## config.mk

```make
export PLATFORM = sky130hd
export DESIGN_NAME = address_seq_flat
export DESIGN_NICKNAME = d
export VERILOG_FILES = /design/src/rtl/address_seq_if.sv /design/src/rtl/address_seq.sv /design/src/flat_wrapper.sv
export SDC_FILE = /design/constraint.sdc
export NUM_CORES = 1
export LEC_CHECK = 0
export CAP_MARGIN = 20
export CORE_MARGIN = 2
export CORE_UTILIZATION = 47
export DETAILED_ROUTE_END_ITERATION = 6
export PLACE_DENSITY_LB_ADDON = 0.15
export SLEW_MARGIN = 20
export SYNTH_ARGS = -nofsm -noshare
export SYNTH_HDL_FRONTEND = slang
export SYNTH_SLANG_ARGS = --single-unit
```

## constraint.sdc

```tcl
create_clock -name clk -period 6 [get_ports clk]
set_clock_uncertainty 0.05 [all_clocks]
set_input_delay 1.2 -clock clk [delete_from_list [all_inputs] [get_ports clk]]
set_output_delay 1.2 -clock clk [all_outputs]
set_load 0.01 [all_outputs]
```

## src/rtl/address_seq_if.sv

```systemverilog
// Request/grant and address-latch control bundle for address_seq.
// Sequencer side is slave; requester/latch side is master.
interface address_seq_if;
  logic        req_fetch;
  logic        req_blk;
  logic        blk_dir;
  logic [15:0] blk_len;
  logic        req_rfsh;
  logic        gnt_fetch;
  logic        gnt_blk;
  logic        gnt_rfsh;
  logic        done;
  logic        blk_last;
  logic        blk_active;
  logic [15:0] blk_remaining;
  logic        ctl_al_we;
  logic        ctl_apin_mux;
  logic        ctl_apin_mux2;
  logic        ctl_bus_inc_oe;
  logic        ctl_inc_dec;
  logic        ctl_inc_limit6;
  logic        ctl_inc_cy;

  modport master (
    output req_fetch, req_blk, blk_dir, blk_len, req_rfsh,
    input  gnt_fetch, gnt_blk, gnt_rfsh, done, blk_last,
    input  blk_active, blk_remaining,
    input  ctl_al_we, ctl_apin_mux, ctl_apin_mux2,
    input  ctl_bus_inc_oe, ctl_inc_dec, ctl_inc_limit6,
    input  ctl_inc_cy
  );

  modport slave (
    input  req_fetch, req_blk, blk_dir, blk_len, req_rfsh,
    output gnt_fetch, gnt_blk, gnt_rfsh, done, blk_last,
    output blk_active, blk_remaining,
    output ctl_al_we, ctl_apin_mux, ctl_apin_mux2,
    output ctl_bus_inc_oe, ctl_inc_dec, ctl_inc_limit6,
    output ctl_inc_cy
  );
endinterface

```

## src/rtl/address_seq.sv

```systemverilog
// Address sequencer: arbitrates fetch/block/refresh, drives latch controls.
// Define ADDRSEQ_RR_EN for round-robin block/fetch; default is fixed priority.
module address_seq (
  input  logic           clk,
  input  logic           reset,
  address_seq_if.slave   bus
);

  typedef enum logic [1:0] {
    IDLE,
    LATCH,
    DRIVE,
    WB
  } state_t;

  typedef enum logic [1:0] {
    SEL_NONE,
    SEL_FETCH,
    SEL_BLK,
    SEL_RFSH
  } sel_t;

  state_t      state_q;
  state_t      state_d;
  sel_t        sel;
  logic        any_req;
  logic        take;
  logic        blk_wins;
  logic        gnt_fetch_q;
  logic        gnt_blk_q;
  logic        gnt_rfsh_q;
  logic        blk_active_q;
  logic [15:0] blk_rem_q;
  logic        dir_q;
  logic        wb_blk;
  logic        last_wb;
  logic        blk_start;

  assign any_req = bus.req_fetch | bus.req_blk | bus.req_rfsh;

`ifdef ADDRSEQ_RR_EN
  logic prefer_blk_q;

  assign blk_wins = bus.req_blk & (~bus.req_fetch | prefer_blk_q);

  // Pointer flips toward whichever of block/fetch was not just granted
  always_ff @(posedge clk) begin
    if (reset) begin
      prefer_blk_q <= 1'b0;
    end else if (take && sel == SEL_FETCH) begin
      prefer_blk_q <= 1'b1;
    end else if (take && sel == SEL_BLK) begin
      prefer_blk_q <= 1'b0;
    end
  end
`else
  assign blk_wins = bus.req_blk;
`endif

  // Winner select: refresh always first, then block/fetch
  always_comb begin
    sel = SEL_NONE;
    if (bus.req_rfsh) begin
      sel = SEL_RFSH;
    end else if (blk_wins) begin
      sel = SEL_BLK;
    end else if (bus.req_fetch) begin
      sel = SEL_FETCH;
    end
  end

  // Next-state: a new access can start from IDLE or straight out of WB
  always_comb begin
    state_d = state_q;
    take    = 1'b0;
    unique case (state_q)
      IDLE: begin
        if (any_req) begin
          take    = 1'b1;
          state_d = LATCH;
        end
      end
      LATCH: state_d = DRIVE;
      DRIVE: state_d = WB;
      WB: begin
        if (any_req) begin
          take    = 1'b1;
          state_d = LATCH;
        end else begin
          state_d = IDLE;
        end
      end
      default: state_d = IDLE;
    endcase
  end

  // State register
  always_ff @(posedge clk) begin
    if (reset) begin
      state_q <= IDLE;
    end else begin
      state_q <= state_d;
    end
  end

  // Grants latch at access start and hold until the access ends
  always_ff @(posedge clk) begin
    if (reset) begin
      gnt_fetch_q <= 1'b0;
      gnt_blk_q   <= 1'b0;
      gnt_rfsh_q  <= 1'b0;
    end else if (take) begin
      gnt_fetch_q <= (sel == SEL_FETCH);
      gnt_blk_q   <= (sel == SEL_BLK);
      gnt_rfsh_q  <= (sel == SEL_RFSH);
    end else if (state_q == WB) begin
      gnt_fetch_q <= 1'b0;
      gnt_blk_q   <= 1'b0;
      gnt_rfsh_q  <= 1'b0;
    end
  end

  assign wb_blk    = (state_q == WB) & gnt_blk_q;
  assign last_wb   = wb_blk & (blk_rem_q == 16'd1);
  assign blk_start = take & (sel == SEL_BLK) &
                     (~blk_active_q | last_wb);

  // Block run tracking; a new run may start on the edge the old one ends
  always_ff @(posedge clk) begin
    if (reset) begin
      blk_active_q <= 1'b0;
      blk_rem_q    <= 16'h0000;
      dir_q        <= 1'b0;
    end else begin
      if (take && sel == SEL_BLK) begin
        dir_q <= bus.blk_dir;
      end
      if (wb_blk) begin
        blk_rem_q <= blk_rem_q - 16'd1;
        if (blk_rem_q == 16'd1) begin
          blk_active_q <= 1'b0;
        end
      end
      if (blk_start) begin
        blk_rem_q    <= bus.blk_len;
        blk_active_q <= 1'b1;
      end
    end
  end

  // Address-latch controls decoded from the access phase
  always_comb begin
    bus.ctl_al_we      = 1'b0;
    bus.ctl_apin_mux   = 1'b0;
    bus.ctl_apin_mux2  = 1'b0;
    bus.ctl_bus_inc_oe = 1'b0;
    bus.ctl_inc_dec    = 1'b0;
    bus.ctl_inc_limit6 = 1'b0;
    bus.ctl_inc_cy     = 1'b0;
    bus.done           = 1'b0;
    unique case (state_q)
      LATCH: bus.ctl_al_we = 1'b1;
      DRIVE: bus.ctl_apin_mux2 = 1'b1;
      WB: begin
        bus.ctl_bus_inc_oe = 1'b1;
        bus.ctl_inc_cy     = 1'b1;
        bus.done           = 1'b1;
        bus.ctl_inc_dec    = gnt_blk_q & dir_q;
        bus.ctl_inc_limit6 = gnt_rfsh_q;
      end
      default: ;
    endcase
  end

  assign bus.gnt_fetch     = gnt_fetch_q;
  assign bus.gnt_blk       = gnt_blk_q;
  assign bus.gnt_rfsh      = gnt_rfsh_q;
  assign bus.blk_last      = last_wb;
  assign bus.blk_active    = blk_active_q;
  assign bus.blk_remaining = blk_rem_q;

endmodule

```

## src/flat_wrapper.sv

```systemverilog
// flat-port wrapper written by rule: the top's interface ports become plain ports
module address_seq_flat 
  (clk, reset, bus_req_fetch, bus_req_blk, bus_blk_dir, bus_blk_len, bus_req_rfsh, bus_gnt_fetch, bus_gnt_blk, bus_gnt_rfsh, bus_done, bus_blk_last, bus_blk_active, bus_blk_remaining, bus_ctl_al_we, bus_ctl_apin_mux, bus_ctl_apin_mux2, bus_ctl_bus_inc_oe, bus_ctl_inc_dec, bus_ctl_inc_limit6, bus_ctl_inc_cy);
  address_seq_if bus_i ();
  input  logic clk;
  input  logic reset;
  input wire logic [$bits(bus_i.req_fetch)-1:0] bus_req_fetch;
  input wire logic [$bits(bus_i.req_blk)-1:0] bus_req_blk;
  input wire logic [$bits(bus_i.blk_dir)-1:0] bus_blk_dir;
  input wire logic [$bits(bus_i.blk_len)-1:0] bus_blk_len;
  input wire logic [$bits(bus_i.req_rfsh)-1:0] bus_req_rfsh;
  output wire logic [$bits(bus_i.gnt_fetch)-1:0] bus_gnt_fetch;
  output wire logic [$bits(bus_i.gnt_blk)-1:0] bus_gnt_blk;
  output wire logic [$bits(bus_i.gnt_rfsh)-1:0] bus_gnt_rfsh;
  output wire logic [$bits(bus_i.done)-1:0] bus_done;
  output wire logic [$bits(bus_i.blk_last)-1:0] bus_blk_last;
  output wire logic [$bits(bus_i.blk_active)-1:0] bus_blk_active;
  output wire logic [$bits(bus_i.blk_remaining)-1:0] bus_blk_remaining;
  output wire logic [$bits(bus_i.ctl_al_we)-1:0] bus_ctl_al_we;
  output wire logic [$bits(bus_i.ctl_apin_mux)-1:0] bus_ctl_apin_mux;
  output wire logic [$bits(bus_i.ctl_apin_mux2)-1:0] bus_ctl_apin_mux2;
  output wire logic [$bits(bus_i.ctl_bus_inc_oe)-1:0] bus_ctl_bus_inc_oe;
  output wire logic [$bits(bus_i.ctl_inc_dec)-1:0] bus_ctl_inc_dec;
  output wire logic [$bits(bus_i.ctl_inc_limit6)-1:0] bus_ctl_inc_limit6;
  output wire logic [$bits(bus_i.ctl_inc_cy)-1:0] bus_ctl_inc_cy;
  assign bus_i.req_fetch = bus_req_fetch;
  assign bus_i.req_blk = bus_req_blk;
  assign bus_i.blk_dir = bus_blk_dir;
  assign bus_i.blk_len = bus_blk_len;
  assign bus_i.req_rfsh = bus_req_rfsh;
  assign bus_gnt_fetch = bus_i.gnt_fetch;
  assign bus_gnt_blk = bus_i.gnt_blk;
  assign bus_gnt_rfsh = bus_i.gnt_rfsh;
  assign bus_done = bus_i.done;
  assign bus_blk_last = bus_i.blk_last;
  assign bus_blk_active = bus_i.blk_active;
  assign bus_blk_remaining = bus_i.blk_remaining;
  assign bus_ctl_al_we = bus_i.ctl_al_we;
  assign bus_ctl_apin_mux = bus_i.ctl_apin_mux;
  assign bus_ctl_apin_mux2 = bus_i.ctl_apin_mux2;
  assign bus_ctl_bus_inc_oe = bus_i.ctl_bus_inc_oe;
  assign bus_ctl_inc_dec = bus_i.ctl_inc_dec;
  assign bus_ctl_inc_limit6 = bus_i.ctl_inc_limit6;
  assign bus_ctl_inc_cy = bus_i.ctl_inc_cy;
  address_seq u_core (.clk(clk), .reset(reset), .bus(bus_i));
endmodule
```

* After elaboration in Yosys (flattened, before gate mapping) *
Cells that the tools add are included.

word-level totals
  output and inout bits = 29
  word-level logic and storage cells = 54
  latch bits = 0
  RAM bits = 0
  flip-flop bits (word level) = 23
  ROM bits = 0
  memories = 0

operators by class
  shift operators = 0
  muxes and demuxes = 22
  divide/modulo/power cells = 0
  bitwise logic cells = 9
  magnitude comparators = 0
  equal/unequal tests = 8
  reductions and logical operators = 7
  multipliers = 0
  add/sub/neg operators = 1

operator list
  operator                                                number
  2-to-1 mux 16 bit                                       2
  == test 16 x 1 -> 1 bit (second input constant)         1
  2-to-1 mux 1 bit                                        16
  subtractor 16 x 1 -> 16 bit (second input constant)     1
  == test 2 bit (second input constant)                   4
  case mux 2 bit (4 select lines)                         1
  2-to-1 mux 2 bit                                        3
  nonzero test 2 bit                                      3
  bitwise AND 1 bit                                       5
  == test 2 x 1 -> 1 bit (second input constant)          2
  OR 1 bit                                                3
  logical NOT 2 bit                                       1
  inequality test 2 x 1 -> 1 bit (second input constant)  1
  AND reduction 2 bit                                     1
  OR reduction 2 bit                                      1
  logical AND 1 bit                                       1
  NOT 1 bit                                               1

* Logic depth before layout (Yosys ltp) *
Gate-level depths: netlist of run 1.

  depth in word-level cells = 8
  mapped depth = 9
  mapped depth without buffers = 7

* Least setup slack after synthesis of run 1 *
Ideal clock, no wire load.

  path kind = input port to flip-flop
  start = input port bus_req_rfsh
  end = register u_core.blk_rem_q[15] (netlist: u_core.bus.blk_remaining[15])
  stages on the path = 7
  arrival = 2.493 ns
  library setup time = 0.146 ns
  slack = 3.311 ns
  path through = or3b_1 -> buf_2 -> or3_1 -> o22a_4 -> buf_6 -> nor2_1 -> a211oi_2

on the way
  cells in the longest elaborated chain, start to end = 6

RTL lines
  what                                                            RTL line                              RTL
  from (decl)                                                     flat_wrapper.sv:11                    input wire logic [$bits(bus_i.req_rfsh)-1:0] bus_req_rfsh;
  OR 1 bit                                                        address_seq.sv:39                     assign any_req = bus.req_fetch | bus.req_blk | bus.req_rfsh;
  2-to-1 mux 1 bit                                                address_seq.sv:78, address_seq.sv:86
  2-to-1 mux 1 bit                                                -
  bitwise AND 1 bit (*) (2 in a row)                              address_seq.sv:125                    assign blk_start = take & (sel == SEL_BLK) &
  2-to-1 mux 16 bit / nonzero test 2 bit (equally long branches)  -
  to (signal assigned)                                            address_seq.sv:139                    blk_rem_q <= blk_rem_q - 16'd1;
  to (signal assigned)                                            address_seq.sv:145                    blk_rem_q <= bus.blk_len;
  to (decl)                                                       address_seq.sv:33                     logic [15:0] blk_rem_q;

Every way passes the cells marked *; elsewhere a longest branch is shown, timed or not.
A chain may end at the register's enable or synchronous reset.

* Worst setup path after layout of run 1 *
  start = register u_core.state_q[0]
  end = output port bus_blk_last

on the way
  cells in the longest elaborated chain, start to end = 3

RTL lines
  what                    RTL line            RTL
  from (decl)             address_seq.sv:23   state_t state_q;
  from (signal assigned)  address_seq.sv:102  state_q <= state_d;
  == test 2 bit           address_seq.sv:123  assign wb_blk = (state_q == WB) & gnt_blk_q;
  bitwise AND 1 bit       address_seq.sv:123
  bitwise AND 1 bit       address_seq.sv:124  assign last_wb = wb_blk & (blk_rem_q == 16'd1);
  to (decl)               flat_wrapper.sv:16  output wire logic [$bits(bus_i.blk_last)-1:0] bus_blk_last;

Every way passes these cells.

==> out/results.tsv, run 1 <==
metric	value	unit
status	completed	
Setup TNS	0	ps
post-synthesis compound-gate area fraction	0.196	
data arrival time of the critical path	2370	ps
Crit. End Element	primary output	
critical path's slowest cell	clkdlybuf4s50_1	
cell-by-cell listing of the critical path	ha_1 > and4b_2 > nand2_1 > nor4_1 > clkdlybuf4s50_1	
gate count after technology mapping	154	
clock transition time at the flip-flop clock pins of the worst setup and hold paths	130	ps
startpoint type of the worst setup path	flip-flop	
maximum count of clock buffers along a single path	2	
maximum operating frequency	276	MHz
post-synthesis share of cell area spent on and, or, nand and nor gates	0.230	
max incr delay on CP	620	ps
portion of total power attributed to combinational logic	0.513	
Synth Area per Inst	8.98	µm²
layout cell share with drive strength beyond 1	0.122	
Vias per Instance	5.41	
largest family of logic cells by synthesized area	simple AND/OR/NAND/NOR gates	
worst hold slack	468	ps
Antenna diodes	0	
net switching share of the total power	0.393	
library cell with the largest summed area after synthesis	dfxtp_1	
Initial Util	0.497	
slew margin rel.	0.596	
Tcrit/Tclk final	0.604	
post-DR wirelength/cell	13.7	µm
CTS HTree Levels	1	
number of buffer cells added on primary ports	49	
origin of the worst setup path	u_core.state_q[0]$_SDFFE_PP0P_	
Clk network pwr share	0.117	
final std cell area, no fill	0.00186	mm²
launch point of the worst reg-to-reg path	u_core.state_q[0]$_SDFFE_PP0P_	
number of antenna violations at the first check in global routing	0	
DRC errors left	0	
vias after detailed routing	1234	
# Max-Cap Violations	0	
multiplexer share of the synthesized area	0.0145	
required time of the critical path	4750	ps
number of DRC markers in iteration 0	23	
half-perimeter wire length after placement	2420	µm
DP Area	0.00184	mm²
die outline width	58.2	µm
final period demand of the worst path	3620	ps
final RePlAce weighted congestion	0.792	
Int Power	0.386	mW
register bit total from synthesis	23	
largest cells by area after synthesis	dfxtp_1 (33%), a211oi_2 (13%), nor2_1 (7.9%)	
number of global-route vias before repair	1242	
final setup violating endpoints	0	
cells resized by post-CTS repair	0	
number of nets in the layout	227	
postcts setup bufs	0	
maximum vdd drop	0.251	mV
leading cell types in the layout, fill and taps excluded	clkdlybuf4s50_1 (48), nor2_1 (29), dfxtp_1 (23)	
antenna violation net count after detailed routing	0	
most common library cell in the layout ignoring fill and taps	clkdlybuf4s50_1	
root cell of the clock tree	clkbuf_4	
cell class contributing the biggest share of worst-path delay	simple AND/OR/NAND/NOR gates	
critical path start-end classification	reg -> out	
Tot GR Track Use	0.201	
relative contribution of sequential cells to total power	0.370	
floorplan die height	58.2	µm
sum of overflow across all layers after global routing	0	
parity-gate share of the synthesized area counting xor and xnor cells	0.0887	
Floorplan Core Area	0.00278	mm²
Post-Synthesis Cell Area	0.00138	mm²
unrepaired setup endpoints after global routing	false	
Pins Over Slew Limit	0	
count of standard-cell rows	19	
cts-stage hold buffer count	0	
floorplan die area	0.00339	mm²
cts bufs inserted	3	
count of filler cells inserted in the layout	246	
first-pass GRT wire length	5320	µm
clock insertion delay at the later pin of the skew report	320	ps
placed cell count	224	
total power	0.636	mW
area grow syn2layout	34.8	%
maximum number of pins on one net before global-route repair	32	
clock sink total	23	
reported leakage power	0.678	nW
switching power	0.250	mW
final hold violation count	0	
number of distinct library cells after synthesis	35	
Ys Warns	0	
area fraction of the dominant cell type after synthesis	0.333	
IO Pins	51	
peak fanout along the critical path	10	
hold wc startpoint	u_core.state_q[1]$_SDFFE_PP0P_	
final cell count without fillers	228	
HP Class	reg -> reg	
nets in the synthesized netlist	183	
clock tree from TritonCTS	yes	
final WL	3120	µm
Detailed Routing Iterations Pass 1	4	
Least-Margin Pin Slew	602	ps
adder and majority gate portion of the synthesized area	0.0633	
sequential area share after synthesis	0.333	
Cell Pwr Density	341	mW/mm²
crit path buf inv count	1	
-- worst reg2reg max path: cells and delay by family, from the launching register on --
kind                       cells  cell delay, ps
adders and majority gates      1             360
DFF                            1             420
AOI/OAI and AO/OA              2             420
and+or+nand+nor                3            1050
buffers and inverters          1             110
-- kinds of logic after synthesis --
group	count (synthesis)
buf+inv	17
flops	23
simple gates	64
compound gates	26
mux	2
fa+ha+maj	7
xor+xnor	14
other cells	1
-- through the flow --
step           utilization  setup slack, ps
2_1_floorplan            -             3310
3_3_place_gp         0.661             2700
3_5_place_dp         0.661             2620
4_1_cts              0.672             2380
5_1_grt              0.670             2160
6_report             0.670             2380
-- path summary, 6_finish.rpt --
check             depth (start not counted)                                        end  slack [ps]
setup / recovery                          5                               bus_blk_last        2380
hold / removal                            2             u_core.state_q[1]$_SDFFE_PP0P_         470
setup reg to reg                          7  u_core.bus.blk_remaining[10]$_SDFFE_PP0P_        3470
hold reg to reg                           2             u_core.state_q[1]$_SDFFE_PP0P_         470
-- synthesized netlist by cell type --
cell type  number
a211oi_2       14
a21oi_1         4
a22oi_1         3
a311oi_2        1
and2_1          2
and3_1          1
and4b_2         1
and4bb_2        1
buf_2           1
buf_4           3
buf_6           3
clkbuf_1        3
conb_1          1
dfxtp_1        23
ha_1            7
inv_1           7
mux2i_1         2
nand2_1         8
nand2b_1        1
nand3_1         3
nand4_1         2
nor2_1         29
nor2b_1         1
nor3_1          6
nor4_1          3
nor4b_1         1
o2111ai_1       1
o21ai_0         1
o22a_4          1
o31ai_1         1
or3_1           3
or3b_1          1
or4_4           1
xnor2_1        10
xor2_1          4
-- sequential cells by signal, indices dropped and copies added (netlist names) --
name / count
u_core.bus.blk_active: 1
u_core.bus.gnt_fetch: 1
u_core.state_q: 2
u_core.bus.gnt_blk: 1
u_core.dir_q: 1
u_core.bus.gnt_rfsh: 1
u_core.bus.blk_remaining: 16
-- power groups by stage --
stage          combinational, mW  clock, mW  sequential, mW
6_report                   0.326     0.0747           0.236
5_1_grt                    0.359     0.0847           0.243
4_1_cts                    0.329     0.0765           0.236
3_5_place_dp               0.327          0           0.239
3_3_place_gp               0.318          0           0.237
2_1_floorplan              0.201          0           0.246
-- layout make-up --
| class | instances | area (µm²) | area share |
|---|---|---|---|
| Tap cell | 31 | 38.8 | 0.0208 |
| Inverter | 7 | 26.3 | 0.0141 |
| Clock inverter | 1 | 7.51 | 0.00403 |
| Multi-Input combinational cell | 114 | 823 | 0.442 |
| Timing Repair Buffer | 49 | 485 | 0.260 |
| Clock buffer | 3 | 22.5 | 0.0121 |
| Sequential cell | 23 | 460 | 0.247 |
-- per-layer routing --
| layer | vias to the layer above | track usage | routed length (µm) | part of all wire |
|---|---|---|---|---|
| li1 | 617 | - | - | - |
| met1 | 570 | 0.253 | 1330 | 0.43 |
| met2 | 38 | 0.347 | 1550 | 0.50 |
| met3 | 9 | 0.0223 | 171 | 0.055 |
| met4 | 0 | 0.0864 | 72 | 0.023 |
| met5 | - | 0 | 0 | 0 |
Power figures use the tool's default switching activity.
==> run 2: changes to the inputs <==
--- a/config.mk
+++ b/config.mk
@@ -7,7 +7,7 @@
 export LEC_CHECK = 0
 export CAP_MARGIN = 20
 export CORE_MARGIN = 2
-export CORE_UTILIZATION = 47
+export CORE_UTILIZATION = 44
 export DETAILED_ROUTE_END_ITERATION = 6
 export PLACE_DENSITY_LB_ADDON = 0.15
 export SLEW_MARGIN = 20
==> constraint.sdc (replaced) <==
create_clock -name clk -period 3.37 [get_ports clk]
set_clock_uncertainty 0.05 [all_clocks]
set_input_delay 0.674 -clock clk [delete_from_list [all_inputs] [get_ports clk]]
set_output_delay 0.674 -clock clk [all_outputs]
set_load 0.01 [all_outputs]
==> out/results.tsv, run 2 (synthesis results as in run 1) <==
metric	value	unit	change
Clk network pwr share	0.112		was 0.117
final hold violation count	0		unchanged
IO Pins	51		unchanged
final WL	3030	µm	was 3120 µm
floorplan die height	60.1	µm	was 58.2 µm
Tot GR Track Use	0.180		was 0.201
Detailed Routing Iterations Pass 1	6		was 4
switching power	0.443	mW	was 0.250 mW
final period demand of the worst path	3130	ps	
max reg flops	16		unchanged
antenna violation net count after detailed routing	0		unchanged
most common library cell in the layout ignoring fill and taps	clkdlybuf4s50_1		unchanged
first-pass GRT wire length	4900	µm	was 5320 µm
final setup violating endpoints	0		unchanged
number of nets in the layout	229		was 227
final RePlAce weighted congestion	0.767		was 0.792
post-DR wirelength/cell	12.5	µm	was 13.7 µm
Cell Pwr Density	601	mW/mm²	was 341 mW/mm²
post-place setup slack	567	ps	was 2620 ps
Vias per Instance	5.06		was 5.41
status	completed		unchanged
maximum number of pins on one net before global-route repair	32		unchanged
Pins Over Slew Limit	0		unchanged
Floorplan Core Area	0.00303	mm²	was 0.00278 mm²
layout cell share with drive strength beyond 1	0.121		was 0.122
postcts setup bufs	0		unchanged
Setup TNS	0	ps	unchanged
area grow syn2layout	37.2	%	was 34.8%
Int Power	0.698	mW	was 0.386 mW
root cell of the clock tree	clkbuf_4		unchanged
leading cell types in the layout, fill and taps excluded	clkdlybuf4s50_1 (49), nor2_1 (29), dfxtp_1 (23)		was clkdlybuf4s50_1 (48), nor2_1 (29), dfxtp_1 (23)
maximum count of clock buffers along a single path	2		unchanged
critical path start-end classification	reg -> out		unchanged
portion of total power attributed to combinational logic	0.520		was 0.513
Tcrit/Tclk final	0.928		
number of global-route vias before repair	1148		was 1,242
cts-stage hold buffer count	0		unchanged
die outline width	60.1	µm	was 58.2 µm
maximum operating frequency	320	MHz	
data arrival time of the critical path	2400	ps	was 2370 ps
peak fanout along the critical path	10		unchanged
Antenna diodes	0		unchanged
cts bufs inserted	3		unchanged
reported leakage power	0.688	nW	was 0.678 nW
net switching share of the total power	0.388		was 0.393
clock tree from TritonCTS	yes		unchanged
half-perimeter wire length after placement	2330	µm	was 2420 µm
number of buffer cells added on primary ports	49		unchanged
clock insertion delay at the later pin of the skew report	310	ps	was 320 ps
Least-Margin Pin Slew	502	ps	was 602 ps
# Max-Cap Violations	0		unchanged
cells resized by post-CTS repair	0		unchanged
clock sink total	23		unchanged
DRC errors left	0		unchanged
number of antenna violations at the first check in global routing	0		unchanged
required time of the critical path	2650	ps	was 4750 ps
HP Class	reg -> reg		unchanged
Final Worst Setup Slack	242	ps	was 2380 ps
Crit. End Element	primary output		unchanged
count of standard-cell rows	20		was 19
number of DRC markers in iteration 0	52		was 23
CTS HTree Levels	1		unchanged
unrepaired setup endpoints after global routing	false		unchanged
floorplan die area	0.00361	mm²	was 0.00339 mm²
startpoint type of the worst setup path	flip-flop		unchanged
sum of overflow across all layers after global routing	0		unchanged
maximum vdd drop	0.342	mV	was 0.251 mV
vias after detailed routing	1230		was 1,234
slew margin rel.	0.663		was 0.596
Initial Util	0.457		was 0.497
clock transition time at the flip-flop clock pins of the worst setup and hold paths	120	ps	was 130 ps
relative contribution of sequential cells to total power	0.368		was 0.370
[run 2: through the flow]
step	util	hold slack, ps	instances	cell area (µm²)	power, mW
global route	0.626	488	243	1900	1.24
global placement	0.618	423	239	1870	0.999
floorplan	-	405	154	1380	0.797
finish	0.626	461	243	1900	1.14
detailed placement	0.618	436	239	1870	1.02
CTS	0.626	462	243	1900	1.15
[run 2: worst paths after layout]
check	startpoint	endpoint	slack [ps]	depth (start not counted)
setup / recovery	u_core.state_q[0]$_SDFFE_PP0P_	bus_blk_last	240	5
hold / removal	u_core.dir_q$_SDFFE_PP0P_	u_core.dir_q$_SDFFE_PP0P_	460	2
setup reg to reg	u_core.state_q[0]$_SDFFE_PP0P_	u_core.bus.blk_remaining[9]$_SDFFE_PP0P_	820	7
hold reg to reg	u_core.dir_q$_SDFFE_PP0P_	u_core.dir_q$_SDFFE_PP0P_	460	2
[run 2: power groups by stage]
stage,sequential (mW),combinational (mW),clock [mW]
after floorplan,0.439,0.358,0
after global placement,0.422,0.578,0
after detailed placement,0.426,0.593,0
after CTS,0.420,0.597,0.133
after global routing,0.430,0.659,0.146
final,0.420,0.593,0.128
[run 2: cell type report]
type | instances | area (µm²)
multi-input combinational | 114 | 823
sequential | 23 | 460
clock buffer | 4 | 26.3
timing repair buffer | 51 | 505
fill | 245 | 1130
inverter | 7 | 26.3
tap | 44 | 55.1
[run 2: per-layer routing]
layer / share of wire / wire (µm) / track usage
met4: 0.017 / 53 / 0.0762
met3: 0.044 / 134 / 0.0303
met2: 0.47 / 1430 / 0.298
met5: 0 / 0 / 0
met1: 0.47 / 1410 / 0.228
[run 2: critical path, cell delays in order (launching register included)]
cell and delay [ps]:
dfxtp_1 420, ha_1 370, and4b_2 290, nand2_1 50, nor4_1 340, clkdlybuf4s50_1 620
